`config.mk`:
```
export PLATFORM = sky130hd
export DESIGN_NAME = tx_scheduler_flat
export DESIGN_NICKNAME = d
export VERILOG_FILES = /design/src/rtl/tx_scheduler_if.sv /design/src/rtl/tx_scheduler.sv /design/src/flat_wrapper.sv
export SDC_FILE = /design/constraint.sdc
export NUM_CORES = 1
export LEC_CHECK = 0
export CAP_MARGIN = 20
export CORE_MARGIN = 1
export CORE_UTILIZATION = 35
export CTS_CLUSTER_SIZE = 10
export DETAILED_ROUTE_END_ITERATION = 6
export PLACE_DENSITY_LB_ADDON = 0.12
export SLEW_MARGIN = 20
export SYNTH_ARGS = -nofsm -noshare
export SYNTH_HDL_FRONTEND = slang
export SYNTH_SLANG_ARGS = --single-unit
```
`constraint.sdc`:
```
create_clock -name CLK -period 3.55 [get_ports CLK]
set_clock_uncertainty 0.05 [all_clocks]
set_input_delay 0.5325 -clock CLK [delete_from_list [all_inputs] [get_ports CLK]]
set_output_delay 0.5325 -clock CLK [all_outputs]
set_load 0.1 [all_outputs]
```
`src/rtl/tx_scheduler_if.sv`:
```
// Handshake bundle between the RF/ALU result sources, the UART transmitter and tx_scheduler.
// slave is the scheduler's view; master is the view of whatever drives the sources and the UART.
interface tx_scheduler_if #(
    parameter int DATA_WIDTH = 8
);
    logic [DATA_WIDTH-1:0]   RF_RD_Data;
    logic                    RF_RD_Valid;
    logic [2*DATA_WIDTH-1:0] ALU_OUT;
    logic                    ALU_OUT_Valid;
    logic                    TX_Busy;
    logic [DATA_WIDTH-1:0]   TX_P_Data;
    logic                    TX_Data_Valid;
    logic                    Sched_Busy;
    logic                    OVF;

    modport master (
        output RF_RD_Data, RF_RD_Valid, ALU_OUT, ALU_OUT_Valid, TX_Busy,
        input  TX_P_Data, TX_Data_Valid, Sched_Busy, OVF
    );

    modport slave (
        input  RF_RD_Data, RF_RD_Valid, ALU_OUT, ALU_OUT_Valid, TX_Busy,
        output TX_P_Data, TX_Data_Valid, Sched_Busy, OVF
    );
endinterface

```
`src/rtl/tx_scheduler.sv`:
```
// Arbitrates RF bytes and two-byte ALU results onto a UART transmitter, with busy-timeout re-issue.
// Define TX_SCHED_RR_EN for round-robin tie-breaking; otherwise RF always wins a tie.
module tx_scheduler #(
    parameter int DATA_WIDTH = 8,
    parameter int BUSY_WAIT  = 15
) (
    input  logic          CLK,
    input  logic          RST,
    tx_scheduler_if.slave bus
);
    localparam int CNT_W = $clog2(BUSY_WAIT + 1);
    localparam logic [CNT_W-1:0] CNT_LAST = CNT_W'(BUSY_WAIT - 1);
    localparam logic [CNT_W-1:0] CNT_MAX  = CNT_W'(BUSY_WAIT);

    typedef enum logic [1:0] {
        IDLE    = 2'd0,
        SEND    = 2'd1,
        WAIT_HI = 2'd2,
        WAIT_LO = 2'd3
    } state_t;

    state_t                  state_r;
    state_t                  state_nxt_s;
    logic [DATA_WIDTH-1:0]   rf_buf_r;
    logic                    rf_pend_r;
    logic [2*DATA_WIDTH-1:0] alu_buf_r;
    logic                    alu_pend_r;
    logic [DATA_WIDTH-1:0]   msb_buf_r;
    logic                    msb_due_r;
    logic [CNT_W-1:0]        tmo_cnt_r;
    logic [DATA_WIDTH-1:0]   tx_data_r;
    logic                    tx_valid_r;
    logic                    ovf_r;
    logic                    any_pend_s;
    logic                    rf_wins_s;
    logic                    grant_rf_s;
    logic                    grant_alu_s;
    logic                    load_msb_s;

    assign any_pend_s = rf_pend_r | alu_pend_r;

`ifdef TX_SCHED_RR_EN
    logic last_alu_r;
    assign rf_wins_s = rf_pend_r & (~alu_pend_r | last_alu_r);

    // Remember which source was granted last so a tie goes to the other one
    always_ff @(posedge CLK or negedge RST) begin
        if (!RST) begin
            last_alu_r <= 1'b1;
        end else if (grant_rf_s) begin
            last_alu_r <= 1'b0;
        end else if (grant_alu_s) begin
            last_alu_r <= 1'b1;
        end
    end
`else
    assign rf_wins_s = rf_pend_r;
`endif

    // Next-state and grant decode
    always_comb begin
        state_nxt_s = state_r;
        grant_rf_s  = 1'b0;
        grant_alu_s = 1'b0;
        load_msb_s  = 1'b0;
        case (state_r)
            IDLE: begin
                if (any_pend_s && !bus.TX_Busy) begin
                    state_nxt_s = SEND;
                    if (rf_wins_s) begin
                        grant_rf_s = 1'b1;
                    end else begin
                        grant_alu_s = 1'b1;
                    end
                end else begin
                    state_nxt_s = IDLE;
                end
            end
            SEND: begin
                state_nxt_s = WAIT_HI;
            end
            WAIT_HI: begin
                if (bus.TX_Busy) begin
                    state_nxt_s = WAIT_LO;
                end else if (tmo_cnt_r >= CNT_LAST) begin
                    state_nxt_s = SEND;
                end else begin
                    state_nxt_s = WAIT_HI;
                end
            end
            WAIT_LO: begin
                if (bus.TX_Busy) begin
                    state_nxt_s = WAIT_LO;
                end else if (msb_due_r) begin
                    // second half of an ALU result goes out before anything else is granted
                    state_nxt_s = SEND;
                    load_msb_s  = 1'b1;
                end else begin
                    state_nxt_s = IDLE;
                end
            end
            default: begin
                state_nxt_s = IDLE;
            end
        endcase
    end

    // Holding buffers; a strobe into a still-pending, ungranted buffer is dropped
    always_ff @(posedge CLK or negedge RST) begin
        if (!RST) begin
            rf_buf_r   <= '0;
            rf_pend_r  <= 1'b0;
            alu_buf_r  <= '0;
            alu_pend_r <= 1'b0;
            ovf_r      <= 1'b0;
        end else begin
            if (bus.RF_RD_Valid && (!rf_pend_r || grant_rf_s)) begin
                rf_buf_r  <= bus.RF_RD_Data;
                rf_pend_r <= 1'b1;
            end else if (grant_rf_s) begin
                rf_pend_r <= 1'b0;
            end
            if (bus.ALU_OUT_Valid && (!alu_pend_r || grant_alu_s)) begin
                alu_buf_r  <= bus.ALU_OUT;
                alu_pend_r <= 1'b1;
            end else if (grant_alu_s) begin
                alu_pend_r <= 1'b0;
            end
            ovf_r <= ovf_r
                   | (bus.RF_RD_Valid   & rf_pend_r  & ~grant_rf_s)
                   | (bus.ALU_OUT_Valid & alu_pend_r & ~grant_alu_s);
        end
    end

    // FSM state, output byte register and busy-timeout counter
    always_ff @(posedge CLK or negedge RST) begin
        if (!RST) begin
            state_r    <= IDLE;
            tx_data_r  <= '0;
            tx_valid_r <= 1'b0;
            msb_buf_r  <= '0;
            msb_due_r  <= 1'b0;
            tmo_cnt_r  <= '0;
        end else begin
            state_r    <= state_nxt_s;
            tx_valid_r <= (state_nxt_s == SEND);
            if (grant_rf_s) begin
                tx_data_r <= rf_buf_r;
            end else if (grant_alu_s) begin
                // the MSB is captured now because alu_buf may be refilled mid-transfer
                tx_data_r <= alu_buf_r[DATA_WIDTH-1:0];
                msb_buf_r <= alu_buf_r[2*DATA_WIDTH-1:DATA_WIDTH];
                msb_due_r <= 1'b1;
            end else if (load_msb_s) begin
                tx_data_r <= msb_buf_r;
                msb_due_r <= 1'b0;
            end
            if (state_r == SEND) begin
                tmo_cnt_r <= '0;
            end else if ((state_r == WAIT_HI) && (tmo_cnt_r != CNT_MAX)) begin
                tmo_cnt_r <= tmo_cnt_r + CNT_W'(1);
            end
        end
    end

    assign bus.TX_P_Data     = tx_data_r;
    assign bus.TX_Data_Valid = tx_valid_r;
    assign bus.OVF           = ovf_r;
    assign bus.Sched_Busy    = rf_pend_r | alu_pend_r | (state_r != IDLE);
endmodule

```
`src/flat_wrapper.sv`:
```
// flat-port wrapper written by rule: the top's interface ports become plain ports
module tx_scheduler_flat 
#(
    parameter int DATA_WIDTH = 8,
    parameter int BUSY_WAIT  = 15
)
  (CLK, RST, bus_RF_RD_Data, bus_RF_RD_Valid, bus_ALU_OUT, bus_ALU_OUT_Valid, bus_TX_Busy, bus_TX_P_Data, bus_TX_Data_Valid, bus_Sched_Busy, bus_OVF);
  tx_scheduler_if #(.DATA_WIDTH(DATA_WIDTH)) bus_i ();
  input  logic CLK;
  input  logic RST;
  input wire logic [$bits(bus_i.RF_RD_Data)-1:0] bus_RF_RD_Data;
  input wire logic [$bits(bus_i.RF_RD_Valid)-1:0] bus_RF_RD_Valid;
  input wire logic [$bits(bus_i.ALU_OUT)-1:0] bus_ALU_OUT;
  input wire logic [$bits(bus_i.ALU_OUT_Valid)-1:0] bus_ALU_OUT_Valid;
  input wire logic [$bits(bus_i.TX_Busy)-1:0] bus_TX_Busy;
  output wire logic [$bits(bus_i.TX_P_Data)-1:0] bus_TX_P_Data;
  output wire logic [$bits(bus_i.TX_Data_Valid)-1:0] bus_TX_Data_Valid;
  output wire logic [$bits(bus_i.Sched_Busy)-1:0] bus_Sched_Busy;
  output wire logic [$bits(bus_i.OVF)-1:0] bus_OVF;
  assign bus_i.RF_RD_Data = bus_RF_RD_Data;
  assign bus_i.RF_RD_Valid = bus_RF_RD_Valid;
  assign bus_i.ALU_OUT = bus_ALU_OUT;
  assign bus_i.ALU_OUT_Valid = bus_ALU_OUT_Valid;
  assign bus_i.TX_Busy = bus_TX_Busy;
  assign bus_TX_P_Data = bus_i.TX_P_Data;
  assign bus_TX_Data_Valid = bus_i.TX_Data_Valid;
  assign bus_Sched_Busy = bus_i.Sched_Busy;
  assign bus_OVF = bus_i.OVF;
  tx_scheduler #(.DATA_WIDTH(DATA_WIDTH), .BUSY_WAIT(BUSY_WAIT)) u_core (.CLK(CLK), .RST(RST), .bus(bus_i));
endmodule
```
* Word-level counts from Yosys, hierarchy flattened
Cells that the tools add are included.
Storage, ports and cells: memories kept 0, input port bits 29, bits in latches 0, RAM bits 0, output and inout port bits 11, word-level logic and storage cells 72, bits in read-only memories 0, register bits 51
Operators by class: div/mod/pow operators 0, multiply operators 0, add/subtract/negate cells 1, multiplexer cells 26, bitwise logic cells 10, equality and inequality tests 5, $lt $le $gt $ge 1, reductions and logical operators 18, shifts and indexed selects 0
Operator list (count):
- two-way mux 8 bit | 3
- two-way mux 1 bit | 17
- nonzero test 2 bit | 5
- two-way mux 4 bit | 2
- one-hot mux 2 bit (4 select lines) | 1
- two-way mux 2 bit | 3
- adder 4 x 1 -> 4 bit, second input constant | 1
- bitwise AND 1 bit | 4
- == test 2 x 1 -> 1 bit, second input constant | 2
- == test 2 bit, second input constant | 2
- >= comparator 4 bit, second input constant | 1
- logical AND 1 bit | 4
- != test 4 bit, second input constant | 1
- OR 1 bit | 4
- AND reduction 2 bit | 2
- logical NOT 1 bit | 3
- nonzero test 3 bit | 1
- logical NOT 2 bit | 1
- logical OR 1 bit | 2
- inverter 1 bit | 2

* Logic depth before layout (Yosys ltp)
depth in word-level cells 8, depth in mapped cells 8, depth with buffers taken out 6

* Worst setup path after synthesis
Ideal clock, no wire load.
path type register to output, from reg u_core.state_r[1], to out bus_Sched_Busy, buffers on the path 1, stages on the path, launching flop included 4, data required time 2.967 ns, arrival 1.383 ns, slack 1.584 ns, cells stage by stage dfrtp_1 -> clkbuf_1 -> nor2_1 -> nand2_1
On the way: cells in the longest elaborated chain, start to end 2
Ends and longest elaborated chain:
- start: declaration | RTL line tx_scheduler.sv:22 | state_t state_r;
- start signal: assignment | RTL line tx_scheduler.sv:145 | state_r <= state_nxt_s;
- nonzero test 2 bit | RTL line tx_scheduler.sv:169 | assign bus.Sched_Busy = rf_pend_r | alu_pend_r | (state_r != IDLE);
- OR 1 bit | RTL line tx_scheduler.sv:169
- end: declaration | RTL line flat_wrapper.sv:18 | output wire logic [$bits(bus_i.Sched_Busy)-1:0] bus_Sched_Busy;
No other way between the ends.

* Final worst setup path
from reg u_core.tx_data_r[0] (netlist: u_core.bus.TX_P_Data[0]), to out bus_TX_P_Data[0]
RTL lines:
- start: declaration | RTL line tx_scheduler.sv:31 | logic [DATA_WIDTH-1:0] tx_data_r;
- start signal: assignment | RTL line tx_scheduler.sv:148 | tx_data_r <= rf_buf_r;
- start signal: assignment | RTL line tx_scheduler.sv:151 | tx_data_r <= alu_buf_r[DATA_WIDTH-1:0];
- start signal: assignment | RTL line tx_scheduler.sv:155 | tx_data_r <= msb_buf_r;
- end: declaration | RTL line flat_wrapper.sv:16 | output wire logic [$bits(bus_i.TX_P_Data)-1:0] bus_TX_P_Data;
No word-level cell between the ends.

==> results.py <==
metrics = {
    "timing": {
        "max_freq_mhz": 417,
        "worstMarginPinSlew_ns": 0.985,
        "timing.final.max_slew_violations": 0,
        "post-route-period-util": 0.675,
        "report.final.hold_viol_count": 0,
        "grt_setup_unrepaired": "false",
        "hold_ws_ns": 0.188,
        "max-slew-margin-rel": 0.341,
        "setup_viol": 0,
        "timing.setup.tns_ns": 0,
        "min_period_ns": 2.40,
    },
    "global_routing": {
        "track_usage": 0.134,
        "gr-total-overflow": 0,
        "first_pass_grt_wire_length_mm": 7.47,
        "maximum_number_of_pins_on_one_net_before_global_route_repair": 52,
        "grt_pass1_vias": 1577,
        "antenna_found_initial": 0,
    },
    "clock_tree": {
        "clk_path_buf_depth": 2,
        "clock_latency_ns": 0.30,
        "cts_htree_levels": 2,
        "numCtsBuffers": 5,
        "tritoncts": "done",
        "clock_tree.root_cell": "sky130_fd_sc_hd__clkbuf_8",
        "cts_resized": 0,
        "worst_setup_hold_path_clk_slew_ns": 0.09,
        "post_cts_setup_buffers": 0,
        "cts_hold_buf": 0,
        "clock_net_sink_count": 51,
    },
    "drt": {
        "final_antenna_net_count": 0,
        "routed_wire_length_per_instance_um": 14.4,
        "detailroute.via_count": 1487,
        "routed_wirelength_mm": 4.24,
        "drc": 0,
        "detailedRoute.firstPassIterationCount": 4,
        "first_iteration_detailed_routing_drc_count": 66,
        "post_drt_via_cell_ratio": 5.04,
    },
    "floorplanning": {
        "die_width_um": 83.0,
        "core_area_um2": 6350,
        "floorplan.initialDensity": 0.362,
        "dieArea_um2": 6890,
        "die_y_um": 83.0,
        "top_level_ports": 40,
        "row_cnt": 29,
    },
    "setup_path": {
        "critical_path.cell_chain": "clkdlybuf4s50_1",
        "setup.worst_path.class": "register to primary output",
        "crit-reg2reg-launch": "u_core.state_r[0]$_DFF_PN0_",
        "critPathMaxStageDelay_ns": 1.15,
        "reg2reg_slack_ns": 1.38,
        "worst_r2r_path_depth": 4,
        "required_ns": 2.97,
        "worstPathMaxFanout": 2,
        "worstSetupPathDepth": 1,
        "critical_path_buffer_and_inverter_count": 1,
        "critical_path.slowest_cell": "sky130_fd_sc_hd__clkdlybuf4s50_1",
        "critPathLaunchType": "register",
        "r2r-end": "u_core.alu_buf_r[13]$_DFFE_PN0P_",
        "arrival_ns": 1.81,
        "critical-path-top-delay-family": "buffers and inverters",
        "worst_setup_path_end_kind": "primary output",
    },
    "logic_synthesis": {
        "seq_cells_post_synth": 51,
        "syn-cell-area_um2": 2300,
        "synth.yosys.seq_area_share": 0.555,
        "synthesis.instances": 181,
        "synth.lib_cells_used.distinct": 35,
        "number_of_warnings_reported_in_the_yosys_synthesis_log": 0,
        "synthesis.nets": 212,
        "synth.avg_cell_area_um2": 12.7,
    },
    "flow_run": {
        "drv_cap": 0,
    },
    "placement": {
        "place_congestion": 0.709,
        "detailedPlacementHpwl_mm": 3.08,
        "placed_cells_incl_taps": 288,
        "place_area_um2": 2710,
        "io_buffers": 39,
    },
    "finish": {
        "layoutNonFillerInstCount": 295,
        "p_r_area_growth_vs_syn_pct": 21.7,
        "post_route_cells_drive_above_1_share": 0.197,
        "final_cell_area_um2": 2800,
        "layout.filler_cells": 566,
        "antenna-diode-count": 0,
        "number_of_nets_in_the_layout": 249,
    },
    "outcome": {
        "run_status": "completed",
    },
    "pwr": {
        "switching_share": 0.401,
        "powerDensity_nw_per_um2": 793,
        "clock_network_power_share": 0.151,
        "power.switching_uw": 891,
        "vdd_drop_max_mv": 0.435,
        "power.leakage_uw": 0.00129,
        "p_int_uw": 1330,
        "part_of_the_total_power_dissipated_in_sequential_elements": 0.452,
        "p_comb_frac": 0.397,
    },
    "min_path": {
        "worstHoldPathType": "input pin to async pin",
    },
}
per-stage QoR:
step / worst slack [ns] / power (uW) / utilization
5_1_grt: 1.10 / 2360 / 0.441
6_report: 1.15 / 2220 / 0.441
3_5_place_dp: 0.949 / 1900 / 0.426
3_3_place_gp: 0.983 / 1860 / 0.426
4_1_cts: 1.14 / 2240 / 0.440
2_1_floorplan: 1.58 / 1670 / -
kinds of logic after synthesis:
kind of cell / count (synthesis) / share of synthesized area
flip-flops: 51 / 0.555
AND/OR/NAND/NOR: 34 / 0.0724
adder cells (fa/ha/maj): 2 / 0.0109
buffers and inverters: 21 / 0.0517
AO/OA/AOI/OAI: 33 / 0.102
multiplexers: 40 / 0.208
cells in the mapped netlist (all sizes together):
cell type   n  area share
a211oi      1      0.0033
a21bo       1      0.0044
a21o        3      0.0098
a21oi       9       0.020
a221oi      1      0.0038
a31oi       1      0.0027
and2        1      0.0027
and3        2      0.0054
buf         6       0.027
clkbuf      4      0.0065
dfrtp      51        0.56
ha          2       0.011
inv        11       0.018
mux2       32        0.17
mux2i       8       0.035
nand2      17       0.028
nand2b      1      0.0027
nand3       1      0.0022
nand3b      1      0.0033
nor2        4      0.0065
nor3        4       0.011
nor4b       1      0.0038
o2111ai     1      0.0038
o211ai      2      0.0065
o21ai       3      0.0065
o21bai      1      0.0033
o221ai      8       0.030
o2bb2ai     2      0.0076
or3         1      0.0027
or4b        1      0.0044
worst max path at each step:
stage	slack, ns	endpoint	from
after detailed placement	0.95	u_core.alu_buf_r[13]$_DFFE_PN0P_	bus_TX_Busy
after CTS	1.14	bus_TX_P_Data[0]	u_core.bus.TX_P_Data[0]$_DFFE_PN0P_
final	1.15	bus_TX_P_Data[0]	u_core.bus.TX_P_Data[0]$_DFFE_PN0P_
after floorplan	1.58	bus_Sched_Busy	u_core.state_r[1]$_DFF_PN0_
after global routing	1.10	bus_TX_P_Data[0]	u_core.bus.TX_P_Data[0]$_DFFE_PN0P_
after global placement	0.98	u_core.alu_buf_r[9]$_DFFE_PN0P_	bus_TX_Busy
layer usage:
metal	track usage	share of wire	vias up
met2	0.193	0.42	47
li1	-	-	716
met4	0.0470	0.013	0
met3	0.0388	0.059	6
met1	0.193	0.51	718
met5	0	0	-
state kept, by name, indices dropped and copies added (netlist names):
signal,count
u_core.alu_buf_r,16
u_core.bus.TX_P_Data,8
u_core.msb_buf_r,8
u_core.rf_buf_r,8
u_core.tmo_cnt_r,4
u_core.state_r,2
u_core.alu_pend_r,1
u_core.bus.OVF,1
u_core.bus.TX_Data_Valid,1
u_core.msb_due_r,1
u_core.rf_pend_r,1
layout make-up:
| cell class | instances | area, um2 | share of cell area |
|---|---|---|---|
| clock inverter | 1 | 5.00 | 0.00179 |
| multi-input combinational | 109 | 903 | 0.323 |
| tap | 77 | 96.3 | 0.0344 |
| inverter | 11 | 41.3 | 0.0148 |
| timing repair buffer | 40 | 393 | 0.140 |
| clock buffer | 6 | 82.6 | 0.0295 |
| sequential | 51 | 1280 | 0.456 |
power groups by stage:
stage               clock network (uW)  registers [uW]  logic (uW)
finish                             336            1000         881
global route                       374            1040         948
CTS                                346             999         891
detailed placement                   0            1010         889
global placement                     0             999         863
floorplan                            0            1250         425
cell usage in the layout, fill, tap and decap left out, types with 2 or more instances in the layout:
master and instances:
sky130_fd_sc_hd__a21oi_1 9, sky130_fd_sc_hd__ha_1 2, sky130_fd_sc_hd__a21o_1 3, sky130_fd_sc_hd__nand2_1 17
sky130_fd_sc_hd__nor3_1 3, sky130_fd_sc_hd__mux2_4 10, sky130_fd_sc_hd__nor2_1 4, sky130_fd_sc_hd__buf_4 3
sky130_fd_sc_hd__and3_1 2, sky130_fd_sc_hd__clkbuf_8 6, sky130_fd_sc_hd__o221ai_1 8, sky130_fd_sc_hd__dfrtp_1 51
sky130_fd_sc_hd__clkdlybuf4s50_1 37, sky130_fd_sc_hd__o21ai_0 3, sky130_fd_sc_hd__inv_1 11, sky130_fd_sc_hd__o2bb2ai_1 2
sky130_fd_sc_hd__mux2_2 22, sky130_fd_sc_hd__mux2i_1 8, sky130_fd_sc_hd__o211ai_1 2
(Power assumes the default switching activity.)
